`src/rtl/nav_msg_pkg.sv`:
```
// Shared constants for the navigation message source: preset bytes and FSM encoding.
// No logic; pure definitions plus a combinational preset lookup.
// No flow control.
package nav_msg_pkg;

    // Fixed message bytes selectable instead of FIFO data
    localparam logic [7:0] PRESET_ZEROS    = 8'h00;
    localparam logic [7:0] PRESET_ONES     = 8'hFF;
    localparam logic [7:0] PRESET_ALT      = 8'hAA;
    localparam logic [7:0] PRESET_PREAMBLE = 8'h8B;

    // Bit pacer FSM encoding
    localparam logic [0:0] ST_IDLE = 1'b0;
    localparam logic [0:0] ST_RUN  = 1'b1;

    // 20 C/A epochs of 1 ms give the 50 bps navigation rate
    localparam int DEF_EPOCHS_PER_BIT = 20;

    function automatic logic [7:0] preset_byte(input logic [1:0] sel);
        logic [7:0] b;
        case (sel)
            2'd0:    b = PRESET_ZEROS;
            2'd1:    b = PRESET_ONES;
            2'd2:    b = PRESET_ALT;
            default: b = PRESET_PREAMBLE;
        endcase
        return b;
    endfunction

endpackage

```
`src/rtl/nav_byte_fifo.sv`:
```
// Small synchronous FIFO with level and full/empty flags.
// Latency: a pushed entry is visible at pop_dat the cycle after the push edge.
// Backpressure: pushes while full are dropped; pops while empty are ignored.
module nav_byte_fifo #(
    parameter int DEPTH = 4,
    parameter int W     = 8,
    parameter int LW    = $clog2(DEPTH) + 1
) (
    input  logic          clk_in,
    input  logic          rst_in_n,
    input  logic          push_vld,
    input  logic [W-1:0]  push_dat,
    input  logic          pop_rdy,
    output logic [W-1:0]  pop_dat,
    output logic          full,
    output logic          empty,
    output logic [LW-1:0] level
);

    localparam int AW = $clog2(DEPTH);

    logic [W-1:0]  mem [DEPTH];
    logic [AW-1:0] wr_ptr;
    logic [AW-1:0] rd_ptr;
    logic [LW-1:0] count;
    logic          do_push;
    logic          do_pop;

    assign full    = (count == LW'(DEPTH));
    assign empty   = (count == '0);
    assign level   = count;
    assign pop_dat = mem[rd_ptr];
    // A pop on an empty FIFO never bypasses a same-cycle push
    assign do_push = push_vld & ~full;
    assign do_pop  = pop_rdy & ~empty;

    // Storage array; contents are don't-care until written
    always_ff @(posedge clk_in) begin
        if (do_push) begin
            mem[wr_ptr] <= push_dat;
        end
    end

    // Pointer and occupancy tracking
    always_ff @(posedge clk_in) begin
        if (!rst_in_n) begin
            wr_ptr <= '0;
            rd_ptr <= '0;
            count  <= '0;
        end else begin
            if (do_push) begin
                wr_ptr <= wr_ptr + AW'(1);
            end
            if (do_pop) begin
                rd_ptr <= rd_ptr + AW'(1);
            end
            case ({do_push, do_pop})
                2'b10:   count <= count + LW'(1);
                2'b01:   count <= count - LW'(1);
                default: count <= count;
            endcase
        end
    end

endmodule

```
`src/rtl/nav_msg_gen.sv`:
```
// Paces navigation bits onto the core msg input, one bit per EPOCHS_PER_BIT code epochs.
// Latency: msg_out/bit_strobe_out change on the edge that samples the boundary epoch_in.
// Backpressure: ld_ready_out drops when the byte FIFO is full; an empty FIFO at a byte fetch sends 0 and flags underflow.
module nav_msg_gen
    import nav_msg_pkg::*;
#(
    parameter int FIFO_DEPTH     = 4,
    parameter int EPOCHS_PER_BIT = DEF_EPOCHS_PER_BIT,
    parameter int EPOCH_CNT_W    = 5
) (
    input  logic       clk_in,
    input  logic       rst_in_n,
    input  logic       ena_in,
    input  logic       epoch_in,
    input  logic       use_msg_preset_in,
    input  logic [1:0] preset_sel_in,
    input  logic       ld_valid_in,
    input  logic [7:0] ld_data_in,
    output logic       ld_ready_out,
    input  logic       clr_underflow_in,
    output logic       msg_out,
    output logic       bit_strobe_out,
    output logic       underflow_out,
    output logic [2:0] fifo_level_out
);

    localparam int LW = $clog2(FIFO_DEPTH) + 1;

    logic [0:0]             state;
    logic [EPOCH_CNT_W-1:0] epoch_cnt;
    logic [2:0]             bit_idx;
    logic [7:0]             shreg;
    logic                   msg_q;
    logic                   strobe_q;
    logic                   underflow_q;

    logic [7:0]             fifo_dat;
    logic                   fifo_full;
    logic                   fifo_empty;
    logic [LW-1:0]          fifo_level;

    logic                   tick;
    logic                   epoch_wrap;
    logic                   boundary;
    logic                   fetch;
    logic                   fifo_pop;
    logic                   underflow_set;
    logic [7:0]             fetch_byte;
    logic                   cur_bit;

    // Only enabled epochs advance the pacer
    assign tick       = ena_in & epoch_in;
    assign epoch_wrap = (epoch_cnt == EPOCH_CNT_W'(EPOCHS_PER_BIT - 1));
    // First enabled epoch out of IDLE starts bit 0 immediately
    assign boundary   = tick & ((state == ST_IDLE) | epoch_wrap);
    assign fetch      = boundary & (bit_idx == 3'd7);
    // Preset mode leaves FIFO contents untouched for later use
    assign fifo_pop      = fetch & ~use_msg_preset_in & ~fifo_empty;
    assign underflow_set = fetch & ~use_msg_preset_in & fifo_empty;

    // Source select for the next byte; empty FIFO supplies zeros
    always_comb begin
        fetch_byte = 8'h00;
        if (use_msg_preset_in) begin
            fetch_byte = preset_byte(preset_sel_in);
        end else if (!fifo_empty) begin
            fetch_byte = fifo_dat;
        end
        cur_bit = fetch ? fetch_byte[7] : shreg[bit_idx];
    end

    nav_byte_fifo #(
        .DEPTH (FIFO_DEPTH),
        .W     (8),
        .LW    (LW)
    ) u_fifo (
        .clk_in   (clk_in),
        .rst_in_n (rst_in_n),
        .push_vld (ld_valid_in),
        .push_dat (ld_data_in),
        .pop_rdy  (fifo_pop),
        .pop_dat  (fifo_dat),
        .full     (fifo_full),
        .empty    (fifo_empty),
        .level    (fifo_level)
    );

    // FSM, epoch counter, bit shifter and sticky underflow
    always_ff @(posedge clk_in) begin
        if (!rst_in_n) begin
            state       <= ST_IDLE;
            epoch_cnt   <= '0;
            bit_idx     <= 3'd7;
            shreg       <= 8'h00;
            msg_q       <= 1'b0;
            strobe_q    <= 1'b0;
            underflow_q <= 1'b0;
        end else begin
            strobe_q <= boundary;
            if (tick) begin
                if (state == ST_IDLE) begin
                    state <= ST_RUN;
                end else if (epoch_wrap) begin
                    epoch_cnt <= '0;
                end else begin
                    epoch_cnt <= epoch_cnt + EPOCH_CNT_W'(1);
                end
            end
            if (boundary) begin
                msg_q   <= cur_bit;
                bit_idx <= bit_idx - 3'd1;
                if (fetch) begin
                    shreg <= fetch_byte;
                end
            end
            // A new underflow wins over a same-cycle clear
            if (underflow_set) begin
                underflow_q <= 1'b1;
            end else if (clr_underflow_in) begin
                underflow_q <= 1'b0;
            end
        end
    end

    // Not-full is the same as level < FIFO_DEPTH
    assign ld_ready_out   = ~fifo_full;
    assign fifo_level_out = 3'(fifo_level);
    assign msg_out        = msg_q;
    assign bit_strobe_out = strobe_q;
    assign underflow_out  = underflow_q;

endmodule

```
`config.mk`:
```
export PLATFORM = sky130hd
export DESIGN_NAME = nav_msg_gen
export DESIGN_NICKNAME = d
export VERILOG_FILES = /design/src/rtl/nav_msg_pkg.sv /design/src/rtl/nav_byte_fifo.sv /design/src/rtl/nav_msg_gen.sv
export SDC_FILE = /design/constraint.sdc
export NUM_CORES = 1
export LEC_CHECK = 0
export BUFFER_PORTS_ARGS = -buffer_cell sky130_fd_sc_hd__buf_2
export CORE_MARGIN = 4
export CORE_UTILIZATION = 58
export DETAILED_ROUTE_END_ITERATION = 12
export PLACE_DENSITY_LB_ADDON = 0.08
export SLEW_MARGIN = 20
export SYNTH_ARGS = -nofsm -noshare
export SYNTH_HDL_FRONTEND = slang
export SYNTH_HIERARCHICAL = 1
export SYNTH_SLANG_ARGS = --single-unit
```
`constraint.sdc`:
```
create_clock -name clk_in -period 3.72 [get_ports clk_in]
set_clock_uncertainty 0.2 [all_clocks]
set_input_delay 0.186 -clock clk_in [delete_from_list [all_inputs] [get_ports clk_in]]
set_output_delay 0.186 -clock clk_in [all_outputs]
set_load 0.1 [all_outputs]
```
==> results.yml, run 1 <==
outcome:
  outcome: "finished clean"
clocking:
  worstSkewPairLatency_ns: 0.33
  clkTransAtPathRegs_ns: 0.07
  cts_buffers: 9
  root_buffer: "clkbuf_8"
  cts.htree.levels: 3
  cts_resized: 0
  cts_tree: "done"
  clockBufferDepth: 2
  cts.sinks: 61
hold_path:
  hold_start: "use_msg_preset_in"
  hold_class: "input pin to flop"
  holdPathStages: 3
  worstHoldEndpoint: "shreg[0]"
critical_path:
  cp_slowest_stage_delay_ns: 0.45
  r2r_start: "bit_idx[0]"
  cp_top_family: "adder cells"
  rr_endpoint: "u_fifo/level[2]"
  path_buf_inv: 2
  critPathMaxFanout: 10
  ff2ff_setup_slack_ns: 0.52
  worstPathArrival_ns: 3.26
  path_common_cell: "ha_1"
  crit_type: "flop to flop"
  required_ns: 3.78
  cp_cell_sequence: "ha_1, nand4_2, a2111oi_4, buf_4, nor2b_1, ha_1, inv_1, fa_1, xor2_1, or3_1, a21boi_1"
  cp-startpoint: "bit_idx[0]"
  cp-end-kind: "flop"
  critPathSlowestCell: "dfxtp_1"
  cp-start-kind: "flop"
  r2r_cells: 11
synthesis:
  synth_top_area_cell: "edfxtp_1"
  yosysSeqAreaShare_pct: 58.1
  ys_ff_latch: 61
  synth_top_cells_by_count: "32 x edfxtp_1, 29 x dfxtp_1, 23 x nand2_1"
  yosysUniqueCellTypes: 39
  synthFlopType: "edfxtp_1"
  avgSynthCellArea_um2: 12.9
  synth_edf_count: 32
  yosys.cell_count.top_type: "edfxtp_1"
  synth_xor_area_share_pct: 1.65
  synthSimpleGateAreaFrac_pct: 12.9
  synth-compound-area-share_pct: 8.86
  synthDominantCellAreaShare_pct: 36.2
  netlist_area_um2: 2660
  synth_fp_nets: 235
  syn_inst: 206
  synthTopCellsByArea: "edfxtp_1 36%, dfxtp_1 22%, mux4_2 8.5%"
  synth_mux_area_share_pct: 9.61
  yosys_warnings: 6
  synthArstFlopShare_pct: 0
  synth_top_family_by_area: "simple AND/OR/NAND/NOR gates"
  yosys.area_share.adder_pct: 5.94
drt:
  num_vias: 1695
  routedWlPerCell_um: 15.7
  dr.first_iter.drc_count: 89
  drc: 0
  drtPass1Iterations: 4
  wl_um: 4760
  postRouteAntennaNets: 0
  vias_per_cell: 5.59
sta:
  setup_viol: 0
  drv_slew: 0
  clock.fmax_mhz: 313
  hold-worst-slack_ns: 0.0284
  setup_tns_ns: 0
  finalCritPeriodShare_pct: 85.9
  rsz0062_at_grt: "false"
  timing.final.hold_violations: 0
  post-route-min-period_ns: 3.20
  tightest_slew_ns: 0.589
  slew_headroom_pct: 60.7
global_route:
  grt_max_degree: 18
  grt_pass1_wl_um: 8110
  grtUsageTotal_pct: 19.5
  first_global_vias: 1773
  antenna_found_initial: 0
  grt_overflow: 0
layout:
  diodes: 0
  final_cell_area_um2: 3150
  nets: 275
  drive_above_1_share_pct: 22.3
  area_delta_synth_final_pct: 18.8
  fillers: 295
run:
  cap_violations: 0
place:
  hpwl_um: 3380
  gp_congestion: 0.863
  port_buffers: 23
  place_area_um2: 2810
die:
  start_util_pct: 60.6
  ioPinCount: 24
  die_h_um: 75.7
  die_area_um2: 5720
  fp-row-count: 24
  die_x_um: 75.7
  core_um2: 4380
pwr:
  p_leak_uw: 0.00118
  vdd_drop_max_uv: 502
  power_uw: 1550
  power_density_nw_per_um2: 493
[what timing repair did]
action                                 4_1_cts  5_1_grt
hold buffers                                12        0
buffers inserted                             0        0
endpoints found under the hold margin       35        0
[flip-flops by register name, summed over array words and instances (netlist names), named ones only]
register / cells
bit_idx: 3
bit_strobe_out: 1
epoch_cnt: 5
msg_out: 1
shreg: 8
state: 1
u_fifo/level: 3
u_fifo/mem: 32
u_fifo/rd_ptr: 2
u_fifo/wr_ptr: 2
underflow_out: 1
[metrics by stage]
stage	instances	setup WS [ns]	utilization [%]
2_1_floorplan	206	0.314	-
3_3_place_gp	275	0.699	64.2
3_5_place_dp	275	0.568	64.2
4_1_cts	303	0.549	71.9
5_1_grt	303	0.362	71.9
6_report	303	0.524	71.9
[power breakdown]
| group | switching, uW | internal, uW |
|---|---|---|
| logic | 95.7 | 56.3 |
| clock network | 265 | 380 |
| registers | 18.1 | 739 |
[worst min-delay path, delay by kind of cell]
kind / cells / cell delay, ns
compound gates: 2 / 0.17
buf+inv: 1 / 0.15
[area by class of cell]
cell class	instances	area (um2)	area share, %
clock buffers	9	124	3.93
well taps	52	65.1	2.06
clock inverters	7	97.6	3.09
inverters	13	48.8	1.55
repair buffers	36	243	7.70
multi-input cells	125	1030	32.8
flip-flops and latches	61	1540	48.9
[cell usage in the layout (no fill, tap or decap), types with 4 or more instances in the layout]
cell type      count
a21oi_1            6
a31oi_1            4
and2_1             6
buf_2             23
clkbuf_8           9
dfxtp_1           29
dlygate4sd3_1     12
edfxtp_1          32
ha_1              11
inv_1             12
mux4_2            10
nand2_1           23
nand3_1            4
nor2_1             9
nor2b_1            4
o21ai_0           10
[logic make-up (layout without fill, tap and decap cells)]
kind of cell,Yosys count,count (layout)
muxes,13,13
buffers and inverters,20,65
DFF,61,61
xor gates and xnor gates,5,5
adders and majority gates,12,12
AOI/OAI and AO/OA,34,34
and+or+nand+nor,61,61
[worst max-delay path by stage]
stage                                 end  slack, ns  cells after the start
after floorplan           u_fifo/level[2]       0.31                      9
after global placement    u_fifo/level[2]       0.70                     11
after detailed placement  u_fifo/level[2]       0.57                     11
after CTS                 u_fifo/level[2]       0.55                     11
after global routing      u_fifo/level[2]       0.36                     11
final                     u_fifo/level[2]       0.52                     11
[metal layers]
metal  vias up  GRT usage [%]  part of all wire, %  wire length [um]
met4         0           7.96                 0.94                45
met1       827           22.8                   42              1980
met5         -              0                    0                 0
met2        35           32.6                   52              2470
met3         6           7.39                  5.5               264
li1        827              -                    -                 -
Note: power is estimated with default switching activity, not from simulation.
==> inputs of run 2 (changes only) <==
Settings changed: ABC_AREA set to 1, CORE_UTILIZATION 58 to 59.
==> results.yml, run 2 <==
die:
  die_area_um2: 5900
  start_util_pct: 62.5
  die_x_um: 76.8
  fp-row-count: 24
  die_h_um: 76.8
  ioPinCount: 24
  core_um2: 4470
layout:
  top_regs: "u_fifo/mem: 32 flops, shreg: 8 flops, epoch_cnt: 5 flops"
  top_register: "u_fifo/mem"
  nets: 379
  area_delta_synth_final_pct: 17.6
  final_cell_mix: "63 x nand2_1, 42 x inv_1, 32 x edfxtp_1, 29 x nor2_1, 29 x dfxtp_1"
  drive_above_1_share_pct: 16.9
  diodes: 0
  multi_input_area_um2: 1040
  final_common_cell: "nand2_1"
  stdcell_count: 407
  seq_area_um2: 1540
  final_cell_area_um2: 3290
  largest_register_ffs: 32
  fillers: 328
synthesis:
  synthDominantCellAreaShare_pct: 34.4
  yosys.cell_count.top_type: "nand2_1"
  synthArstFlopShare_pct: 0
  synthTopCellsByArea: "edfxtp_1 34%, dfxtp_1 21%, nand2_1 8.5%"
  synthFlopType: "edfxtp_1"
  netlist_area_um2: 2800
  syn_inst: 308
  yosysUniqueCellTypes: 27
  yosys_warnings: 6
  yosysSeqAreaShare_pct: 55.1
  synth_top_area_cell: "edfxtp_1"
  synth_top_cells_by_count: "63 x nand2_1, 42 x inv_1, 32 x edfxtp_1"
  synth_fp_nets: 337
  ys_ff_latch: 61
  synth_edf_count: 32
  avgSynthCellArea_um2: 9.08
pwr:
  power_density_nw_per_um2: 482
  power_frac_clock_pct: 41.6
  p_leak_uw: 0.00139
  p_int_uw: 1200
  p_seq_share_pct: 47.4
  power.share.switching_pct: 24.1
  power.switching_uw: 382
  pwr-share-comb_pct: 11.0
  vdd_drop_max_uv: 314
global_route:
  first_global_vias: 2034
  grt_pass1_wl_um: 8960
  antenna_found_initial: 0
  grtUsageTotal_pct: 19.4
  grt_overflow: 0
  grt_max_degree: 18
drt:
  drc: 0
  vias_per_cell: 5.21
  num_vias: 2119
  routedWlPerCell_um: 12.9
  postRouteAntennaNets: 0
  drtPass1Iterations: 4
  dr.first_iter.drc_count: 136
  wl_um: 5240
clocking:
  cts_resized: 0
  cts_tree: "done"
  clockBufferDepth: 2
  root_buffer: "clkbuf_8"
  cts_buffers: 9
  cts.htree.levels: 3
  cts_setup_buffers: 0
  cts.sinks: 61
  worstSkewPairLatency_ns: 0.33
  clkTransAtPathRegs_ns: 0.06
sta:
  setup_viol: 0
  slew_headroom_pct: 46.1
  clock.fmax_mhz: 351
  finalCritPeriodShare_pct: 76.6
  timing.final.hold_violations: 0
  post-route-min-period_ns: 2.85
  rsz0062_at_grt: "false"
  drv_slew: 0
  hold-worst-slack_ns: 0.0123
  tightest_slew_ns: 0.806
  setup_tns_ns: 0
critical_path:
  crit_type: "flop to flop"
  critPathMaxFanout: 11
  worstPathArrival_ns: 2.87
  cp-start-kind: "flop"
  cp-end-kind: "flop"
  required_ns: 3.74
place:
  place_area_um2: 2940
  port_buffers: 23
  dp.cells: 379
  gp_congestion: 0.781
  hpwl_um: 3550
outcome:
  outcome: "finished clean"
hold_path:
  hold_class: "input pin to flop"
run:
  cap_violations: 0
run 2: changes by cell type after synthesis, sizes merged, moves of 4 or more:
cell	previous run	this run
a31oi	4	0
o21ai	10	23
nor2b	4	0
nand2	23	69
a21oi	6	22
nor2	9	32
o22ai	0	8
and2	6	0
mux4	10	0
nand3	4	24
inv	13	45
run 2: cell type report:
cell class                      instances  area share (%)
Tap cell                               52            1.98
Clock buffer                           12            4.72
Multi-Input combinational cell        196            31.7
Inverter                               47            5.37
Timing Repair Buffer                   35            7.15
Clock inverter                          4            2.17
Sequential cell                        61            46.9
run 2: final timing paths:
path                 start         endpoint  slack (ns)  cells past startpoint
max           epoch_cnt[0]  u_fifo/level[2]        0.87                     16
min                 ena_in            state        0.01                      3
max reg2reg   epoch_cnt[0]  u_fifo/level[2]        0.87                     16
min reg2reg  underflow_out    underflow_out        0.26                      2
run 2: metal layers:
layer | wire [um] | up-vias | GRT usage [%]
met5 | 0 | - | 0
met4 | 94 | 0 | 9.78
met3 | 225 | 9 | 3.16
met2 | 2460 | 44 | 30.6
met1 | 2460 | 972 | 25.8
li1 | - | 1094 | -
run 2: repair_timing:
action | CTS | global route
hold buffers | 12 | 0
endpoints found under the setup margin | 0 | 0
hold endpoints to repair | 40 | 0
run 2: per-stage QoR:
stage	setup slack [ns]	util, %	total power, uW
after floorplan	0.756	-	887
after detailed placement	0.901	65.7	929
after CTS	0.879	73.5	1590
final	0.869	73.5	1580
after global placement	1.05	65.7	926
after global routing	0.628	73.5	1640
run 2: cells by family (layout without fill, tap and decap cells):
| kind of cell | Yosys count | after routing | synth area share, % |
|---|---|---|---|
| AND/OR/NAND/NOR | 131 | 131 | 20.6 |
| adder cells (fa/ha/maj) | 12 | 12 | 5.64 |
| AO/OA/AOI/OAI | 53 | 53 | 11.1 |
| buffers and inverters | 51 | 98 | 7.52 |
| flip-flops | 61 | 61 | 55.1 |
run 2: power by group through the flow:
| stage | Sequential [uW] | Clock (uW) | Combinational, uW |
|---|---|---|---|
| after detailed placement | 766 | 0 | 163 |
| after global placement | 765 | 0 | 161 |
| final | 751 | 658 | 174 |
| after global routing | 755 | 695 | 194 |
| after floorplan | 794 | 0 | 93.5 |
| after CTS | 751 | 666 | 174 |
run 2: critical path: stages, from the launching register on:
cell,delay [ns]
dfxtp_1,0.35
ha_1,0.20
nand2_1,0.06
inv_1,0.06
nand2_2,0.06
nand2_2,0.07
nand3_2,0.19
nor3_1,0.33
nand2_1,0.12
inv_1,0.11
ha_1,0.18
inv_1,0.07
fa_1,0.38
nand2_1,0.08
nand3_1,0.10
nor2_1,0.12
nor2_1,0.06
==> inputs of run 3 (changes only) <==
Settings changed: CORE_UTILIZATION 59 to 53.
Clock period 3.72 ns to 2.3 ns, I/O delays scaled along.
==> results.yml, run 3 (synthesized netlist as in run 2, its figures left out) <==
die:
  die_h_um: 80.6
  start_util_pct: 54.7
  die_area_um2: 6500
  die_x_um: 80.6
  ioPinCount: 24
  fp-row-count: 26
  core_um2: 5110
global_route:
  grt_overflow: 0
  antenna_found_initial: 0
  grt_pass1_wl_um: 9520
  first_global_vias: 2177
  grt_max_degree: 17
  grtUsageTotal_pct: 19.6
layout:
  final_util_pct: 69.8
  area_delta_synth_final_pct: 27.6
  final_common_cell: "nand2_1"
  top_register: "u_fifo/mem"
  drive_above_1_share_pct: 28.0
  nets: 406
  largest_register_ffs: 32
  top_regs: "u_fifo/mem: 32 flops, shreg: 8 flops, epoch_cnt: 5 flops"
  final_cell_area_um2: 3570
  diodes: 0
  final_cell_mix: "60 x nand2_1, 40 x inv_1, 32 x edfxtp_1, 28 x nor2_1"
pwr:
  p_int_uw: 1690
  power.switching_uw: 667
  p_leak_uw: 0.00149
  p_seq_share_pct: 51.3
  power_frac_clock_pct: 34.8
  pwr-share-comb_pct: 13.9
  power.share.switching_pct: 28.3
  vdd_drop_max_uv: 439
  power_density_nw_per_um2: 662
critical_path:
  cp_cell_sequence: "ha_4, nand2_1, inv_1, nand2_2, nand2_4, nand3_4, nor3_4, nand2_2, buf_4, buf_4, buf_4, buf_4, buf_4, buf_4, buf_4, nand2_2, a21oi_2"
  worstPathArrival_ns: 2.32
  required_ns: 2.33
  cp-end-kind: "flop"
  path_buf_inv: 8
  cp_slowest_stage_delay_ns: 0.35
  critPathSlowestCell: "dfxtp_2"
  cp_top_family: "buffers and inverters"
  critPathMaxFanout: 3
  r2r_start: "epoch_cnt[1]"
  crit_type: "flop to flop"
  r2r_cells: 17
  cp-start-kind: "flop"
  path_common_cell: "buf_4"
  ff2ff_setup_slack_ns: 0.005
clocking:
  root_buffer: "clkbuf_8"
  clkTransAtPathRegs_ns: 0.07
  cts.sinks: 61
  cts_buffers: 9
  cts.htree.levels: 3
  worstSkewPairLatency_ns: 0.34
  cts_tree: "done"
  clockBufferDepth: 2
run:
  cap_violations: 0
hold_path:
  hold_class: "input pin to flop"
  worstHoldEndpoint: "shreg[5]"
  holdPathStages: 5
  hold_start: "use_msg_preset_in"
sta:
  drv_slew: 0
  setup_viol: 0
  rsz0062_at_grt: "true"
  slew_headroom_pct: 67.6
  clock.fmax_mhz: 436
  timing.final.hold_violations: 0
  finalCritPeriodShare_pct: 99.8
  tightest_slew_ns: 0.489
  post-route-min-period_ns: 2.29
drt:
  drtPass1Iterations: 4
  vias_per_cell: 4.87
  drc: 0
  wl_um: 5580
  dr.first_iter.drc_count: 125
  routedWlPerCell_um: 12.3
  num_vias: 2199
  postRouteAntennaNets: 0
place:
  hpwl_um: 3640
  port_buffers: 23
  gp_congestion: 0.755
  place_area_um2: 3080
outcome:
  outcome: "finished clean"
## run 3: cell count changes in the layout (fill, tap and decap cells not counted), moves of 3 or more
| cell | before | now |
|---|---|---|
| buf_4 | 0 | 24 |
| clkinv_1 | 3 | 0 |
| clkinvlp_4 | 1 | 4 |
| dfxtp_1 | 29 | 24 |
| dfxtp_4 | 0 | 3 |
| nand2_1 | 63 | 60 |
## run 3: cell type report
cell class	instances	area [um2]
flip-flops and latches	61	1560
fillers	419	1540
multi-input cells	196	1120
repair buffers	62	447
inverters	47	184
clock buffers	9	124
well taps	70	87.6
clock inverters	7	51.3
## run 3: tightest hold or removal path: stages
cell and delay [ns]:
buf_2 0.16, nand2_1 0.08, nand2_1 0.05, nand2_1 0.05
a21oi_1 0.05
## run 3: worst max path at each step
stage	startpoint	endpoint	slack [ns]	cells past startpoint
floorplan	epoch_cnt[0]	u_fifo/level[2]	-0.05	19
global placement	epoch_cnt[1]	u_fifo/level[2]	0.03	18
detailed placement	epoch_cnt[1]	u_fifo/level[2]	-0.08	18
CTS	epoch_cnt[0]	u_fifo/level[2]	-0.05	18
global route	epoch_cnt[1]	u_fifo/level[2]	-0.12	18
finish	epoch_cnt[1]	flop	0.005	17
## run 3: timing repair
| action | CTS | global route |
|---|---|---|
| gates resized for setup | 11 | 8 |
| hold buffers | 14 | 0 |
| pin swaps | 8 | 6 |
| hold endpoints to repair | 49 | 0 |
| endpoints found under the setup margin | 1 | 5 |
| setup buffers | 8 | 6 |
## run 3: power groups by stage
| stage | Sequential, uW | Combinational, uW | Clock (uW) |
|---|---|---|---|
| detailed placement | 1230 | 287 | 0 |
| CTS | 1210 | 313 | 846 |
| global placement | 1230 | 282 | 0 |
| global route | 1220 | 367 | 902 |
| floorplan | 1280 | 155 | 0 |
| finish | 1210 | 328 | 823 |
## run 3: metal layers
layer	up-vias	track usage, %	share of wire (%)
met2	33	33.6	49
li1	1150	-	-
met4	0	6.93	1.2
met1	1008	22.9	46
met5	-	0	0
met3	8	6.39	4.2
## run 3: metrics by stage
step,hold slack (ns),instances,setup TNS [ns],power [uW],worst slack [ns]
global route,0.0407,452,-0.292,2480,-0.118
CTS,0.00404,446,-0.0478,2370,-0.0478
floorplan,-0.000879,308,-0.0479,1440,-0.0479
global placement,0.130,409,0,1510,0.0300
detailed placement,0.132,409,-0.0822,1520,-0.0822
finish,0.0233,452,0,2360,0.00539
